## config.mk

```make
export PLATFORM = sky130hd
export DESIGN_NAME = mem_port_arbiter
export DESIGN_NICKNAME = d
export VERILOG_FILES = /design/src/rtl/mem_port_arbiter.sv
export SDC_FILE = /design/constraint.sdc
export NUM_CORES = 1
export LEC_CHECK = 0
export BUFFER_PORTS_ARGS = -buffer_cell sky130_fd_sc_hd__buf_2
export CAP_MARGIN = 40
export CORE_AREA = 2 2 108 110
export CTS_CLUSTER_DIAMETER = 30
export DETAILED_ROUTE_END_ITERATION = 7
export DIE_AREA = 0 0 110 112
export PLACE_DENSITY = 0.72
export REMOVE_ABC_BUFFERS = 1
export SLEW_MARGIN = 20
export SYNTH_ARGS = -nofsm -noshare
export SYNTH_HDL_FRONTEND = slang
export SYNTH_SLANG_ARGS = --single-unit
```

## constraint.sdc

```tcl
create_clock -name clk -period 3 [get_ports clk]
set_clock_uncertainty 0.15 [all_clocks]
set_input_delay 0 -clock clk [delete_from_list [all_inputs] [get_ports clk]]
set_output_delay 0 -clock clk [all_outputs]
set_load 0.02 [all_outputs]
```

## src/rtl/mem_port_arbiter.sv

```systemverilog
// ============================================================================
// mem_port_arbiter
// ----------------------------------------------------------------------------
// Purpose:
//   Shares one single-port synchronous memory between the instruction-fetch
//   read port (IF) and the load/store port (LS). At most one access is granted
//   per cycle, and a single outstanding read is tracked. Read data is routed
//   back to whichever requester owned the read, MEM_LAT cycles after the
//   access was issued. A requester that loses arbitration, or that finds the
//   memory busy, simply sees gnt=0 and stalls.
//
// Parameters:
//   MEM_LAT     memory read latency in cycles (1..4)
//   STARVE_MAX  consecutive IF losses before IF is forced to win (1..15)
//
// Configuration macro:
//   ARB_ROUND_ROBIN_EN
//     defined   : contention between IF and LS alternates the winner; there
//                 is no starvation counter and STARVE_MAX has no effect.
//     undefined : LS has priority, backed by the IF starvation counter.
//
// Ports:
//   clk, rst                     clock and synchronous active-high reset
//   if_req / if_addr             IF read request (held until granted)
//   if_gnt                       IF request accepted this cycle
//   if_rvalid / if_rdata         IF read response (one-cycle pulse)
//   ls_req / ls_we / ls_addr     LS request, direction and address
//   ls_wdata / ls_be             LS write data and byte enables
//   ls_gnt                       LS request accepted this cycle
//   ls_rvalid / ls_rdata         LS read response (one-cycle pulse)
//   mem_en / mem_we / mem_addr   memory access strobe, direction, address
//   mem_wdata / mem_be           memory write data and byte enables
//   mem_rdata                    memory read data (valid MEM_LAT after mem_en)
// ============================================================================
module mem_port_arbiter #(
    parameter int unsigned MEM_LAT    = 1,
    parameter int unsigned STARVE_MAX = 4
) (
    input  logic        clk,
    input  logic        rst,

    input  logic        if_req,
    input  logic [31:0] if_addr,
    output logic        if_gnt,
    output logic        if_rvalid,
    output logic [31:0] if_rdata,

    input  logic        ls_req,
    input  logic        ls_we,
    input  logic [31:0] ls_addr,
    input  logic [31:0] ls_wdata,
    input  logic [3:0]  ls_be,
    output logic        ls_gnt,
    output logic        ls_rvalid,
    output logic [31:0] ls_rdata,

    output logic        mem_en,
    output logic        mem_we,
    output logic [31:0] mem_addr,
    output logic [31:0] mem_wdata,
    output logic [3:0]  mem_be,
    input  logic [31:0] mem_rdata
);

    typedef enum logic {
        IDLE    = 1'b0,
        RD_WAIT = 1'b1
    } state_t;

    typedef enum logic {
        OWNER_IF = 1'b0,
        OWNER_LS = 1'b1
    } owner_t;

    localparam logic [2:0] LAT_LOAD   = 3'(MEM_LAT);
`ifndef ARB_ROUND_ROBIN_EN
    localparam logic [3:0] STARVE_LIM = 4'(STARVE_MAX);
`endif

    // ------------------------------------------------------------------------
    // State registers and their next-state values
    // ------------------------------------------------------------------------
    state_t      r_state;
    state_t      w_stateNext;
    logic [2:0]  r_latCnt;
    logic [2:0]  w_latCntNext;
    owner_t      r_owner;
    owner_t      w_ownerNext;
    logic [31:0] r_ifRdataHold;
    logic [31:0] w_ifRdataHoldNext;
    logic [31:0] r_lsRdataHold;
    logic [31:0] w_lsRdataHoldNext;
`ifdef ARB_ROUND_ROBIN_EN
    owner_t      r_last;
    owner_t      w_lastNext;
`else
    logic [3:0]  r_starveCnt;
    logic [3:0]  w_starveCntNext;
`endif

    // ------------------------------------------------------------------------
    // Combinational decode
    // ------------------------------------------------------------------------
    logic        w_respCycle;
    logic        w_free;
    logic        w_contention;
    owner_t      w_winner;
    logic        w_grant;
    logic        w_ifGnt;
    logic        w_lsGnt;
    logic        w_lsWrite;
    logic        w_grantRead;
    logic        w_ifRvalid;
    logic        w_lsRvalid;

    // The memory can accept a new access when idle, or on the cycle the
    // pending read returns its data, which lets reads run back to back
    // at one per MEM_LAT cycles.
    always_comb begin
        w_respCycle  = 1'b0;
        w_free       = 1'b0;
        w_contention = 1'b0;
        w_respCycle  = (r_state == RD_WAIT) && (r_latCnt == 3'd1);
        w_free       = (r_state == IDLE) || w_respCycle;
        w_contention = if_req && ls_req;
    end

    // Winner selection. A lone requester always wins. Under contention the
    // selected policy decides: either strict alternation, or LS priority
    // that yields to IF once IF has lost STARVE_MAX times in a row.
    always_comb begin
        w_winner = OWNER_LS;
        if (w_contention) begin
`ifdef ARB_ROUND_ROBIN_EN
            w_winner = (r_last == OWNER_LS) ? OWNER_IF : OWNER_LS;
`else
            w_winner = (r_starveCnt == STARVE_LIM) ? OWNER_IF : OWNER_LS;
`endif
        end else if (if_req) begin
            w_winner = OWNER_IF;
        end
    end

    // Grant qualification. Nothing is granted during reset or while a read
    // is still in flight, so the pipeline sees those cycles as stalls.
    always_comb begin
        w_grant     = 1'b0;
        w_ifGnt     = 1'b0;
        w_lsGnt     = 1'b0;
        w_lsWrite   = 1'b0;
        w_grantRead = 1'b0;
        w_ifRvalid  = 1'b0;
        w_lsRvalid  = 1'b0;
        w_grant     = !rst && w_free && (if_req || ls_req);
        w_ifGnt     = w_grant && (w_winner == OWNER_IF);
        w_lsGnt     = w_grant && (w_winner == OWNER_LS);
        w_lsWrite   = w_lsGnt && ls_we;
        w_grantRead = w_ifGnt || (w_lsGnt && !ls_we);
        w_ifRvalid  = !rst && w_respCycle && (r_owner == OWNER_IF);
        w_lsRvalid  = !rst && w_respCycle && (r_owner == OWNER_LS);
    end

    // Next-state logic. A newly granted read always (re)loads the latency
    // counter, even on the response cycle of the previous read. A write
    // needs no tracking, so it falls through to IDLE unless a read is still
    // counting down.
    always_comb begin
        w_stateNext  = IDLE;
        w_latCntNext = 3'd0;
        w_ownerNext  = r_owner;
        if (w_grantRead) begin
            w_stateNext  = RD_WAIT;
            w_latCntNext = LAT_LOAD;
            w_ownerNext  = w_winner;
        end else if ((r_state == RD_WAIT) && !w_respCycle) begin
            w_stateNext  = RD_WAIT;
            w_latCntNext = r_latCnt - 3'd1;
        end
    end

    // Read-data hold registers. Each port keeps showing the last data it
    // received so that rdata stays stable while rvalid is low.
    always_comb begin
        w_ifRdataHoldNext = r_ifRdataHold;
        w_lsRdataHoldNext = r_lsRdataHold;
        if (w_ifRvalid) begin
            w_ifRdataHoldNext = mem_rdata;
        end
        if (w_lsRvalid) begin
            w_lsRdataHoldNext = mem_rdata;
        end
    end

`ifdef ARB_ROUND_ROBIN_EN
    // Remember who won the most recent contended cycle so the other side
    // wins the next one. Uncontended grants do not disturb the order.
    always_comb begin
        w_lastNext = r_last;
        if (w_grant && w_contention) begin
            w_lastNext = w_winner;
        end
    end
`else
    // Count how many times IF has been passed over for LS while the memory
    // was available. Any IF grant clears the count; it saturates at the
    // limit, where it forces the next contended grant to IF.
    always_comb begin
        w_starveCntNext = r_starveCnt;
        if (w_ifGnt) begin
            w_starveCntNext = 4'd0;
        end else if (if_req && w_lsGnt && (r_starveCnt != STARVE_LIM)) begin
            w_starveCntNext = r_starveCnt + 4'd1;
        end
    end
`endif

    // Sequential state. Reset returns to IDLE and discards any read in
    // flight, so its response is never reported.
    always_ff @(posedge clk) begin
        if (rst) begin
            r_state       <= IDLE;
            r_latCnt      <= 3'd0;
            r_owner       <= OWNER_IF;
            r_ifRdataHold <= 32'd0;
            r_lsRdataHold <= 32'd0;
`ifdef ARB_ROUND_ROBIN_EN
            r_last        <= OWNER_IF;
`else
            r_starveCnt   <= 4'd0;
`endif
        end else begin
            r_state       <= w_stateNext;
            r_latCnt      <= w_latCntNext;
            r_owner       <= w_ownerNext;
            r_ifRdataHold <= w_ifRdataHoldNext;
            r_lsRdataHold <= w_lsRdataHoldNext;
`ifdef ARB_ROUND_ROBIN_EN
            r_last        <= w_lastNext;
`else
            r_starveCnt   <= w_starveCntNext;
`endif
        end
    end

    // Output drive. The memory sees the winner's request; reads always use
    // full byte enables. Everything is forced low while reset is held.
    always_comb begin
        if_gnt    = w_ifGnt;
        ls_gnt    = w_lsGnt;
        if_rvalid = w_ifRvalid;
        ls_rvalid = w_lsRvalid;
        if_rdata  = 32'd0;
        ls_rdata  = 32'd0;
        mem_en    = w_grant;
        mem_we    = w_lsWrite;
        mem_addr  = 32'd0;
        mem_wdata = 32'd0;
        mem_be    = 4'd0;
        if (!rst) begin
            if_rdata = w_ifRvalid ? mem_rdata : r_ifRdataHold;
            ls_rdata = w_lsRvalid ? mem_rdata : r_lsRdataHold;
        end
        if (w_ifGnt) begin
            mem_addr = if_addr;
            mem_be   = 4'hF;
        end else if (w_lsGnt) begin
            mem_addr = ls_addr;
            mem_be   = ls_we ? ls_be : 4'hF;
            if (ls_we) begin
                mem_wdata = ls_wdata;
            end
        end
    end

endmodule

```

# Yosys cells after proc, flatten, opt, wreduce, memory -nomap -nowiden
# Index checks and enable logic that the tools add are counted.
totals:
  output_inout_bits: 138
  word_cells: 57
  ff_bits: 73
  input_bits: 137
classes:
  addsub: 2
  reduce_logical: 22
  mux: 19
  bitwise: 4
  eq_ne: 3
ops:
  columns: ["operator", "count"]
  rows:
  - ["$mux W32", 9]
  - ["$logic_and A1 B1 Y1", 14]
  - ["$mux W4", 3]
  - ["$mux W1", 7]
  - ["$add A4 B1 Y4 const B", 1]
  - ["$eq A4 B3 Y1 const B", 1]
  - ["$ne A4 B3 Y1 const B", 1]
  - ["$not A1 Y1", 4]
  - ["$eq A3 B1 Y1 const B", 1]
  - ["$logic_not A1 Y1", 3]
  - ["$logic_or A1 B1 Y1", 3]
  - ["$reduce_or A3 Y1", 1]
  - ["$sub A3 B1 Y3 const B", 1]
  - ["$reduce_or A2 Y1", 1]

# Longest topological paths before layout
depth:
  word_depth: 9
  depth_mapped: 10
  ltp_nobuf: 6

# Worst setup path before layout
# No wires, ideal clock.
synth_timing:
  path_kind: "register to output"
  start: "register r_starveCnt[0]"
  end: "output mem_be[0]"
  path_stages_with_launch: 7
  path_buffers: 1
  slack_ns: 0.950
  arrival_time_ns: 1.900
  t_required_ns: 2.850
  path_cell_list: "dfxtp_1 inv_1 ha_1 and4b_1 or2_2 clkbuf_1 o31ai_1"
synth_via:
  elab_chain_len: 6
  elab_cells_between_ends: 8
  classes_between: "eq/ne (1); mux (4); bitwise (1); reduce/logical (2)"
synth_lines:
  columns: ["item", "line_no", "rtl"]
  rows:
  - ["start: declaration", "97", "logic [3:0] r_starveCnt;"]
  - ["start signal: assignment", "240", "r_starveCnt <= w_starveCntNext;"]
  - ["$eq A4 B3 Y1 *", "137", "w_winner = (r_starveCnt == STARVE_LIM) ? OWNER_IF : OWNER_LS;"]
  - ["$mux W1 *", "137", null]
  - ["$mux W1 *", "133", "if (w_contention) begin"]
  - ["$logic_and A1 B1 Y1 or $not A1 Y1 (tied branches)", "156, 155", null]
  - ["$mux W4 or $logic_and A1 B1 Y1 (tied branches)", "266, 155", null]
  - ["$mux W4 *", "263", "if (w_ifGnt) begin"]
  - ["end: declaration", "61", "output logic [3:0] mem_be,"]
# Mark *: on every way between the ends. The rest lies on a longest branch, timed or not.

# Final worst setup path
layout_timing:
  start: "register r_starveCnt[0]"
  end: "output mem_addr[8]"
layout_via:
  elab_chain_len: 6
  elab_cells_between_ends: 8
  classes_between: "eq/ne (1); mux (4); bitwise (1); reduce/logical (2)"
layout_lines:
  columns: ["item", "line_no", "rtl"]
  rows:
  - ["$eq A4 B3 Y1 *", "137", null]
  - ["$mux W1 *", "137", null]
  - ["$mux W1 *", "133", null]
  - ["$logic_and A1 B1 Y1 or $not A1 Y1 (tied branches)", "156, 155", null]
  - ["$mux W32 or $logic_and A1 B1 Y1 (tied branches)", "266, 155", null]
  - ["$mux W32 *", "263", null]
  - ["end: declaration", "59", "output logic [31:0] mem_addr,"]
# Marked as above.

==> out/results.tsv <==
metric	value	unit
run status	complete, no violations	
number of sinks on the clock net	73	
gpl congestion	0.923	
instance area after placement	5230	sq um
residual overflow from global routing	0	
final core occ	0.528	
Max rail drop VDD	0.000301	V
DR WL/cell	18.1	um
area of the mapped netlist	3840	sq um
maximum number of pins on one net before global-route repair	67	
Antenna Violating Nets Remaining	0	
initial antenna violation count	3	
most used cells in the layout excluding fill and tap cells	buf_2, dfxtp_1, nor2b_1	
critical path launch point type	register	
proportion of synthesized flip-flops having asynchronous set or reset	0	
number of buffers inserted to repair setup after CTS	0	
via count of the first global-routing pass	3989	
Placeable Area	11200	sq um
std cell rows	39	
crit end category	output pin	
first-pass GRT wire length	20900	um
number of H-tree branching levels	3	
critical path arrival	2.73	ns
max capacitance violation total	0	
Avg Cell Area, Syn	10.5	sq um
Worst-Skew Late Latency	0.33	ns
DIE WIDTH	110	um
CTS max path bufs	2	
number of distinct library cells after synthesis	39	
worst hold path class	input pin to register	
clock transition at the registers of the reported paths	0.06	ns
area overhead of the layout relative to synthesis	53.5	%
dpl hpwl	10600	um
Final #Nets	795	
Clock Tree Root	clkbuf_16	
dpl cells	751	
clock tree from TritonCTS	yes	
number of synthesized register bits	73	
antenna diode instance count	0	
Final Hold Violating Endpoints	0	
unrepaired setup endpoints after global routing	false	
CTS Buf Count	9	
leakage power of the design	0.00306	uW
Vias	4050	
post-layout instance area	5900	sq um
final slew viol count	0	
most frequent standard cell in the layout excluding fill and tap cells	buf_2	
number of enable flip-flop cells after synthesis	0	
number of port buffers	274	
Slew @ Worst Pin	0.628	ns
number of ports placed on the die boundary	275	
routed via count divided by cell count	5.06	
portion of the clock cycle consumed by the worst path in the final layout	0.961	
top fanout value on the critical path	29	
max_slew headroom	0.581	
origin of the worst min-delay path	ls_we	
global-route total usage across every layer	0.222	
drt first pass iters	4	
Final Non-Filler Cells	801	
critical path startpoint	r_starveCnt[0]	
wirelength, routed	14500	um
data required time at the worst endpoint	2.85	ns
effective utilization at floorplan	0.344	
warning count from the yosys run	0	
critical path type	register to output pin	
Max Clk Rate	0.347	GHz
proportion of layout cells with a drive suffix above 1	0.559	
sequential cell area fraction in the yosys report	0.380	
Most used DFF post-synth	dfxtp_1	
shortest period the worst path allows	2.88	ns
drt first-iter violations	198	
final number of setup-violating endpoints	0	
count of mapped cells out of synthesis	367	
ratio of total power to cell area	480	nW/um^2
die outline height	112	um
overall die area	12300	sq um
DRC violation count after routing	0	
launching point of the worst reg2reg path	r_starveCnt[0]	
final sum of negative setup slack	0	ns
==> final cells by class <==
type | instances | area [sq um]
Fill cell | 993 | 5280
Multi-Input combinational cell | 246 | 2140
Timing Repair Buffer | 314 | 1760
Sequential cell | 73 | 1460
Clock buffer | 10 | 239
Tap cell | 143 | 179
Clock inverter | 5 | 78.8
Inverter | 10 | 40.0
==> per-stage QoR <==
step           hold WS, ns  worst slack (ns)  power, uW
6_report             0.160             0.116       2830
5_1_grt              0.197            0.0159       2950
4_1_cts              0.121             0.102       2860
3_5_place_dp         0.112             0.481       1680
3_3_place_gp         0.103             0.514       1660
2_1_floorplan      -0.0305            -0.179       1400
==> cell families after synthesis <==
group | share of synthesized area
multiplexers | 0.190
XOR/XNOR | 0.00228
AO/OA/AOI/OAI | 0.125
AND/OR/NAND/NOR | 0.225
flip-flops | 0.380
buffers and inverters | 0.0648
adder cells (fa/ha/maj) | 0.0130
==> flip-flops by register name (all words and copies together) (netlist names) <==
name	cells
r_state	1
r_ifRdataHold	32
r_latCnt	3
r_lsRdataHold	32
r_owner	1
r_starveCnt	4
==> path summary, 6_finish.rpt <==
kind                                       end  slack, ns  cells past startpoint
worst max-delay path               mem_addr[8]       0.12                      7
worst min-delay path                   r_owner       0.16                      2
worst max register to register         r_owner       0.87                      6
worst min register to register  r_starveCnt[0]       0.37                      2
==> cells in the mapped netlist, types with 2 or more instances <==
cell type / instances / area, sq um
buf_6: 7 / 78.8
clkbuf_1: 19 / 71.3
o311ai_0: 2 / 17.5
dfxtp_1: 73 / 1460
nand2_1: 4 / 15.0
mux2_2: 64 / 721
inv_2: 3 / 11.3
nand3_1: 3 / 15.0
a32o_1: 33 / 330
o31ai_1: 5 / 37.5
buf_2: 12 / 60.1
nor2b_1: 71 / 444
nand4_1: 2 / 12.5
inv_1: 6 / 22.5
and4_1: 32 / 280
nor2_1: 5 / 18.8
ha_1: 4 / 50.1
==> what timing repair did <==
item                                    CTS  global route
hold buffers                             35             0
endpoints found under the setup margin    0            59
gates resized for setup                   0             1
endpoints found under the hold margin    67             0
==> worst max-delay path, stage by stage (launching register included) <==
cell and delay (ns):
dfxtp_1 0.37, inv_1 0.08, ha_1 0.23, and4b_1 0.27
nor2_4 0.50, buf_4 0.39, a32o_1 0.34, buf_2 0.21
==> power breakdown <==
part	total [uW]	switching, uW	internal (uW)
logic	666	389	277
registers	1030	20.1	1010
clock network	1130	385	745
total	2830	794	2030
==> routing by layer <==
layer | vias up | GRT usage | part of all wire
met1 | 1898 | 0.238 | 0.38
met2 | 192 | 0.398 | 0.51
met3 | 24 | 0.0749 | 0.094
met4 | 4 | 0.0768 | 0.022
met5 | - | 0 | 0.0019
li1 | 1932 | - | -
No activity file was read; power rests on OpenSTA's default activity.
